`src/rtl/axi_hdr_arb_pkg.sv`:
```
// Shared types and helpers for the header/payload round-robin arbiter.
// FSM encoding, packet counter width and round-robin pointer advance.
package axi_hdr_arb_pkg;

    typedef enum logic [1:0] {
        IDLE = 2'd0,
        HDR  = 2'd1,
        DATA = 2'd2
    } state_e;

    localparam int PKT_CNT_WD = 16;

    // Explicit wrap so NUM_SRC need not be a power of two.
    function automatic int ptr_next(input int g, input int n);
        return (g + 1 >= n) ? 0 : g + 1;
    endfunction

endpackage

```
`src/rtl/axi_hdr_rr_pick.sv`:
```
// Combinational round-robin picker: first requester at or after ptr_i, wrapping.
// Zero latency; no flow control of its own.
module axi_hdr_rr_pick #(
    parameter int NUM_SRC = 2,
    parameter int SRC_WD  = 1
) (
    input  logic [NUM_SRC-1:0] req_i,
    input  logic [SRC_WD-1:0]  ptr_i,
    output logic [NUM_SRC-1:0] gnt_oh_o,
    output logic [SRC_WD-1:0]  gnt_idx_o,
    output logic               any_req_o
);

    // Each requester's distance from the pointer; the smallest distance wins.
    always_comb begin
        int best;
        int d;
        gnt_oh_o  = '0;
        gnt_idx_o = '0;
        best      = NUM_SRC;
        for (int i = 0; i < NUM_SRC; i++) begin
            d = i - int'(ptr_i);
            if (d < 0) d = d + NUM_SRC;
            if (req_i[i] && d < best) begin
                best        = d;
                gnt_oh_o    = '0;
                gnt_oh_o[i] = 1'b1;
                gnt_idx_o   = SRC_WD'(i);
            end
        end
        any_req_o = |req_i;
    end

endmodule

```
`src/rtl/axi_stream_header_arbiter.sv`:
```
// Round-robin share of one header inserter: grant, forward header, forward payload to last, re-arbitrate.
// Zero-latency muxes, one IDLE cycle per packet; non-owners see ready=0. AXI_HDR_ARB_PKT_CNT_EN adds pkt_cnt.
module axi_stream_header_arbiter
    import axi_hdr_arb_pkg::*;
#(
    parameter int DATA_WD      = 32,
    parameter int DATA_BYTE_WD = DATA_WD / 8,
    parameter int BYTE_CNT_WD  = $clog2(DATA_BYTE_WD),
    parameter int NUM_SRC      = 2,
    parameter int SRC_WD       = (NUM_SRC > 1) ? $clog2(NUM_SRC) : 1
) (
    input  logic                            clk,
    input  logic                            rst_n,
    input  logic [NUM_SRC-1:0]              s_valid_insert,
    input  logic [NUM_SRC*DATA_WD-1:0]      s_data_insert,
    input  logic [NUM_SRC*DATA_BYTE_WD-1:0] s_keep_insert,
    input  logic [NUM_SRC*BYTE_CNT_WD-1:0]  s_byte_insert_cnt,
    output logic [NUM_SRC-1:0]              s_ready_insert,
    input  logic [NUM_SRC-1:0]              s_valid_in,
    input  logic [NUM_SRC*DATA_WD-1:0]      s_data_in,
    input  logic [NUM_SRC*DATA_BYTE_WD-1:0] s_keep_in,
    input  logic [NUM_SRC-1:0]              s_last_in,
    output logic [NUM_SRC-1:0]              s_ready_in,
    output logic                            m_valid_insert,
    output logic [DATA_WD-1:0]              m_data_insert,
    output logic [DATA_BYTE_WD-1:0]         m_keep_insert,
    output logic [BYTE_CNT_WD-1:0]          m_byte_insert_cnt,
    input  logic                            m_ready_insert,
    output logic                            m_valid_in,
    output logic [DATA_WD-1:0]              m_data_in,
    output logic [DATA_BYTE_WD-1:0]         m_keep_in,
    output logic                            m_last_in,
    input  logic                            m_ready_in,
    output logic [SRC_WD-1:0]               grant_idx,
    output logic                            busy
`ifdef AXI_HDR_ARB_PKT_CNT_EN
   ,output logic [NUM_SRC*PKT_CNT_WD-1:0]   pkt_cnt
`endif
);

    state_e               state_q;
    logic [SRC_WD-1:0]    ptr_q;
    logic [SRC_WD-1:0]    grant_q;
    logic [NUM_SRC-1:0]   gnt_oh_q;
    logic                 busy_q;

    logic [NUM_SRC-1:0]   pick_oh;
    logic [SRC_WD-1:0]    pick_idx;
    logic                 pick_any;
    logic                 in_hdr;
    logic                 in_data;
    logic                 hdr_hs;
    logic                 last_hs;

    axi_hdr_rr_pick #(
        .NUM_SRC (NUM_SRC),
        .SRC_WD  (SRC_WD)
    ) u_pick (
        .req_i     (s_valid_insert),
        .ptr_i     (ptr_q),
        .gnt_oh_o  (pick_oh),
        .gnt_idx_o (pick_idx),
        .any_req_o (pick_any)
    );

    assign in_hdr  = (state_q == HDR);
    assign in_data = (state_q == DATA);

    assign m_valid_insert    = in_hdr & s_valid_insert[grant_q];
    assign m_data_insert     = in_hdr ? s_data_insert[grant_q*DATA_WD +: DATA_WD] : '0;
    assign m_keep_insert     = in_hdr ? s_keep_insert[grant_q*DATA_BYTE_WD +: DATA_BYTE_WD] : '0;
    assign m_byte_insert_cnt = in_hdr ? s_byte_insert_cnt[grant_q*BYTE_CNT_WD +: BYTE_CNT_WD] : '0;
    assign s_ready_insert    = (in_hdr & m_ready_insert) ? gnt_oh_q : '0;

    assign m_valid_in = in_data & s_valid_in[grant_q];
    assign m_data_in  = in_data ? s_data_in[grant_q*DATA_WD +: DATA_WD] : '0;
    assign m_keep_in  = in_data ? s_keep_in[grant_q*DATA_BYTE_WD +: DATA_BYTE_WD] : '0;
    assign m_last_in  = in_data & s_last_in[grant_q];
    assign s_ready_in = (in_data & m_ready_in) ? gnt_oh_q : '0;

    assign hdr_hs  = m_valid_insert & m_ready_insert;
    assign last_hs = m_valid_in & m_ready_in & m_last_in;

    assign grant_idx = grant_q;
    assign busy      = busy_q;

    // Grant is only re-evaluated in IDLE; a header valid dropping in HDR just stalls.
    always_ff @(posedge clk) begin
        if (!rst_n) begin
            state_q  <= IDLE;
            ptr_q    <= '0;
            grant_q  <= '0;
            gnt_oh_q <= '0;
            busy_q   <= 1'b0;
        end else begin
            case (state_q)
                IDLE: if (pick_any) begin
                    grant_q  <= pick_idx;
                    gnt_oh_q <= pick_oh;
                    busy_q   <= 1'b1;
                    state_q  <= HDR;
                end
                HDR: if (hdr_hs) state_q <= DATA;
                DATA: if (last_hs) begin
                    state_q <= IDLE;
                    busy_q  <= 1'b0;
                    ptr_q   <= SRC_WD'(ptr_next(int'(grant_q), NUM_SRC));
                end
                default: begin
                    state_q <= IDLE;
                    busy_q  <= 1'b0;
                end
            endcase
        end
    end

`ifdef AXI_HDR_ARB_PKT_CNT_EN
    logic [PKT_CNT_WD-1:0] cnt_q [NUM_SRC];

    always_ff @(posedge clk) begin
        if (!rst_n) begin
            for (int i = 0; i < NUM_SRC; i++) cnt_q[i] <= '0;
        end else if (last_hs) begin
            cnt_q[grant_q] <= cnt_q[grant_q] + 1'b1;
        end
    end

    for (genvar gi = 0; gi < NUM_SRC; gi++) begin : g_cnt
        assign pkt_cnt[gi*PKT_CNT_WD +: PKT_CNT_WD] = cnt_q[gi];
    end
`endif

endmodule
```
`config.mk`:
```
export PLATFORM = sky130hd
export DESIGN_NAME = axi_stream_header_arbiter
export DESIGN_NICKNAME = d
export VERILOG_FILES = /design/src/rtl/axi_hdr_arb_pkg.sv /design/src/rtl/axi_hdr_rr_pick.sv /design/src/rtl/axi_stream_header_arbiter.sv
export SDC_FILE = /design/constraint.sdc
export NUM_CORES = 1
export LEC_CHECK = 0
export ABC_AREA = 1
export CAP_MARGIN = 0
export CORE_AREA = 5 5 90 92
export CTS_BUF_LIST = sky130_fd_sc_hd__clkbuf_4 sky130_fd_sc_hd__clkbuf_8
export CTS_CLUSTER_DIAMETER = 50
export DETAILED_ROUTE_END_ITERATION = 10
export DIE_AREA = 0 0 95 97
export PLACE_DENSITY = 0.81
export SKIP_LAST_GASP = 1
export SYNTH_ARGS = -nofsm -noshare
export SYNTH_HDL_FRONTEND = slang
export SYNTH_HIERARCHICAL = 1
export SYNTH_SLANG_ARGS = --single-unit
```
`constraint.sdc`:
```
create_clock -name clk -period 2.2 [get_ports clk]
set_input_delay 0.22 -clock clk [delete_from_list [all_inputs] [get_ports clk]]
set_output_delay 0.22 -clock clk [all_outputs]
set_load 0.05 [all_outputs]
```
==> reports/qor.yml <==
drt_iter0_drc: 84
cts_max_path_buffers: 2
hold_path_depth: 2
dpl.hpwl_um: 9012
start_kind: "register"
final.min_clock_period_ps: 2028
syn_nets: 470
io_buffers: 240
avgSynthCellArea_um2: 5.137
grt-ovfl-total: 0
slew_headroom_pct: 42.87
die_h_um: 97
tns_ps: 0
num-fill-cells: 555
slowest_stage: "inv_2"
synth_edf_count: 0
vdd_drop_max_mv: 0.3158
cts_resized: 0
final_util_pct: 68.37
numCtsBuffers: 3
synth.top_cell.area_share_pct: 37.00
rows: 31
cts_tree: "yes"
area_growth_pct: 204.4
dpl.cell_count: 632
netlist_area_um2: 1603
gp_congestion: 0.8370
drc_errors: 0
h-tree-depth: 1
totalWireLength_um: 10760
grt_usage_pct: 21.74
finClkSkew_ps: 3.413
yosysWarningCount: 6
io_pins: 241
leakage_nw: 1.998
worst_setup_path_end_kind: "output pin"
layout-drive-gt1-share_pct: 23.46
grt_pass1_vias: 2921
fmax_mhz: 493.1
max_stage_delay_ps: 630
synth-seq-cells: 7
ant_nets: 0
initial_core_util_pct: 22.46
avgRoutedWirePerCell_um: 16.91
r2r_end: "busy"
cts.sinks: 7
worst_slew_pin_slew_ps: 855.7
min_path_type: "register to register"
setup_viol: 0
die_area_um2: 9215
rsz0062_at_grt: "false"
met3_length_um: 846
yosysMostFrequentCell: "nand2_1"
antenna_found_initial: 0
cap_violations: 0
postCtsHoldBufs: 0
grt_max_degree: 42
holdCritStartpoint: "busy"
met2WireLength_um: 5674
cts_setup_buffers: 0
synth_common_cells: "nand2_1 (158), a21oi_1 (63), a21oi_2 (21), buf_2 (13), inv_1 (11)"
crit_fanout: 38
cp.arrival_ps: 1810
synthCells: 312
wl_met1_um: 3762
core_area_um2: 7137
clk_latency_ps: 240
crit_type: "register to output pin"
nets: 696
clk_pin_slew_ps: 40
rrSetupSlack_ps: 700
critPathRequiredTime_ps: 1980
fin_hold_ws_ps: 502.7
finalMaxSlewViolations: 0
period_share_pct: 92.19
hold_viol_final: 0
synth_flop_cell: "dfxtp_1"
r2r_start: "grant_idx"
num_antenna_cells: 0
grt_pass1_wl_um: 15920
yosysTopAreaCell: "nand2_1"
cts_root_buf: "clkbuf_8"
netlist-cell-type-count: 21
powerDensity_nw_per_um2: 364.6
synth_area_leaders: "nand2_1 (37%), a21oi_1 (20%), a21oi_2 (11%), dfxtp_1 (8.7%), buf_6 (4.9%)"
crit_chain: "nor2_4 -> inv_2 -> a21oi_1 -> buf_12"
worstHoldEndpoint: "busy"
vias: 2942
async_reset_ff_share_pct: 0
finalNonFillerCells: 636
dr.max_layer_used: "met4"
status: "completed"
die_x_um: 95
viasPerCell: 4.626
worst_r2r_path_depth: 8
seq_area_frac_synth_pct: 8.743
drtPass1Iterations: 4
-- registers in the layout, summed over array words and instances, names as in the netlist --
signal / flops
state_q: 2
busy: 1
grant_idx: 1
ptr_q: 1
gnt_oh_q: 2
-- power by group --
part | internal, mW | switching, mW | leakage (nW)
clock network | 0.138 | 0.0627 | 0.0262
logic | 0.685 | 0.741 | 1.91
registers | 0.141 | 0.0106 | 0.0581
total | 0.964 | 0.815 | 2.00
-- cell families (layout without fill, tap and decap cells) --
kind of cell	Yosys count	after routing	synth area share [%]
AND/OR/NAND/NOR	174	174	42.86
flip-flops	7	7	8.743
AO/OA/AOI/OAI	89	89	32.94
buffers and inverters	42	267	15.46
-- worst max-delay path, delay by kind of cell (launching register included) --
kind / cells / cell delay, ps
compound gates: 1 / 200
buf+inv: 2 / 850
flops: 1 / 430
simple gates: 1 / 90
-- worst max path at each step --
| stage | end | from | slack [ps] | cells past startpoint |
|---|---|---|---|---|
| after floorplan | m_byte_insert_cnt[0] | grant_idx | 10 | 5 |
| after global placement | m_data_in[0] | state_q[0] | 480 | 4 |
| after detailed placement | m_data_in[8] | state_q[0] | 400 | 4 |
| after CTS | m_data_in[8] | state_q[0] | 160 | 4 |
| after global routing | m_data_in[8] | state_q[0] | 30 | 4 |
| final | m_data_in[8] | state_q[0] | 170 | 4 |
-- layout make-up --
class	count	area, um^2	share of cell area [%]
inverter	16	62.56	1.282
multi-input combinational	263	1215	24.90
sequential	7	141.4	2.897
timing repair buffer	247	3288	67.38
tap	99	123.9	2.538
clock buffer	4	48.80	1.000
-- routing by layer --
metal | track usage (%) | vias up
li1 | - | 1440
met1 | 22.45 | 1311
met2 | 40.89 | 154
met3 | 4.810 | 37
met4 | 9.101 | 0
met5 | 0 | -
-- stage by stage --
| stage | setup WS, ps | power, mW | area (um^2) |
|---|---|---|---|
| after floorplan | 13.65 | 0.8232 | 1603 |
| after global placement | 478.9 | 1.564 | 4831 |
| after detailed placement | 403.7 | 1.584 | 4831 |
| after CTS | 156.6 | 1.787 | 4880 |
| after global routing | 32.03 | 1.864 | 4880 |
| final | 171.9 | 1.779 | 4880 |
-- layout by cell type (no fill, tap or decap), drive strengths merged --
cell           Yosys  layout
nand2            161     161
clkdlybuf4s50      0     158
buf               25      89
a21oi             84      84
inv               16      16
dfxtp              7       7
nor2               5       5
o21ai              5       5
nor3               4       4
clkbuf             1       4
nand3              2       2
or2                1       1
nand4              1       1
Note: power is estimated with default switching activity, not from simulation.
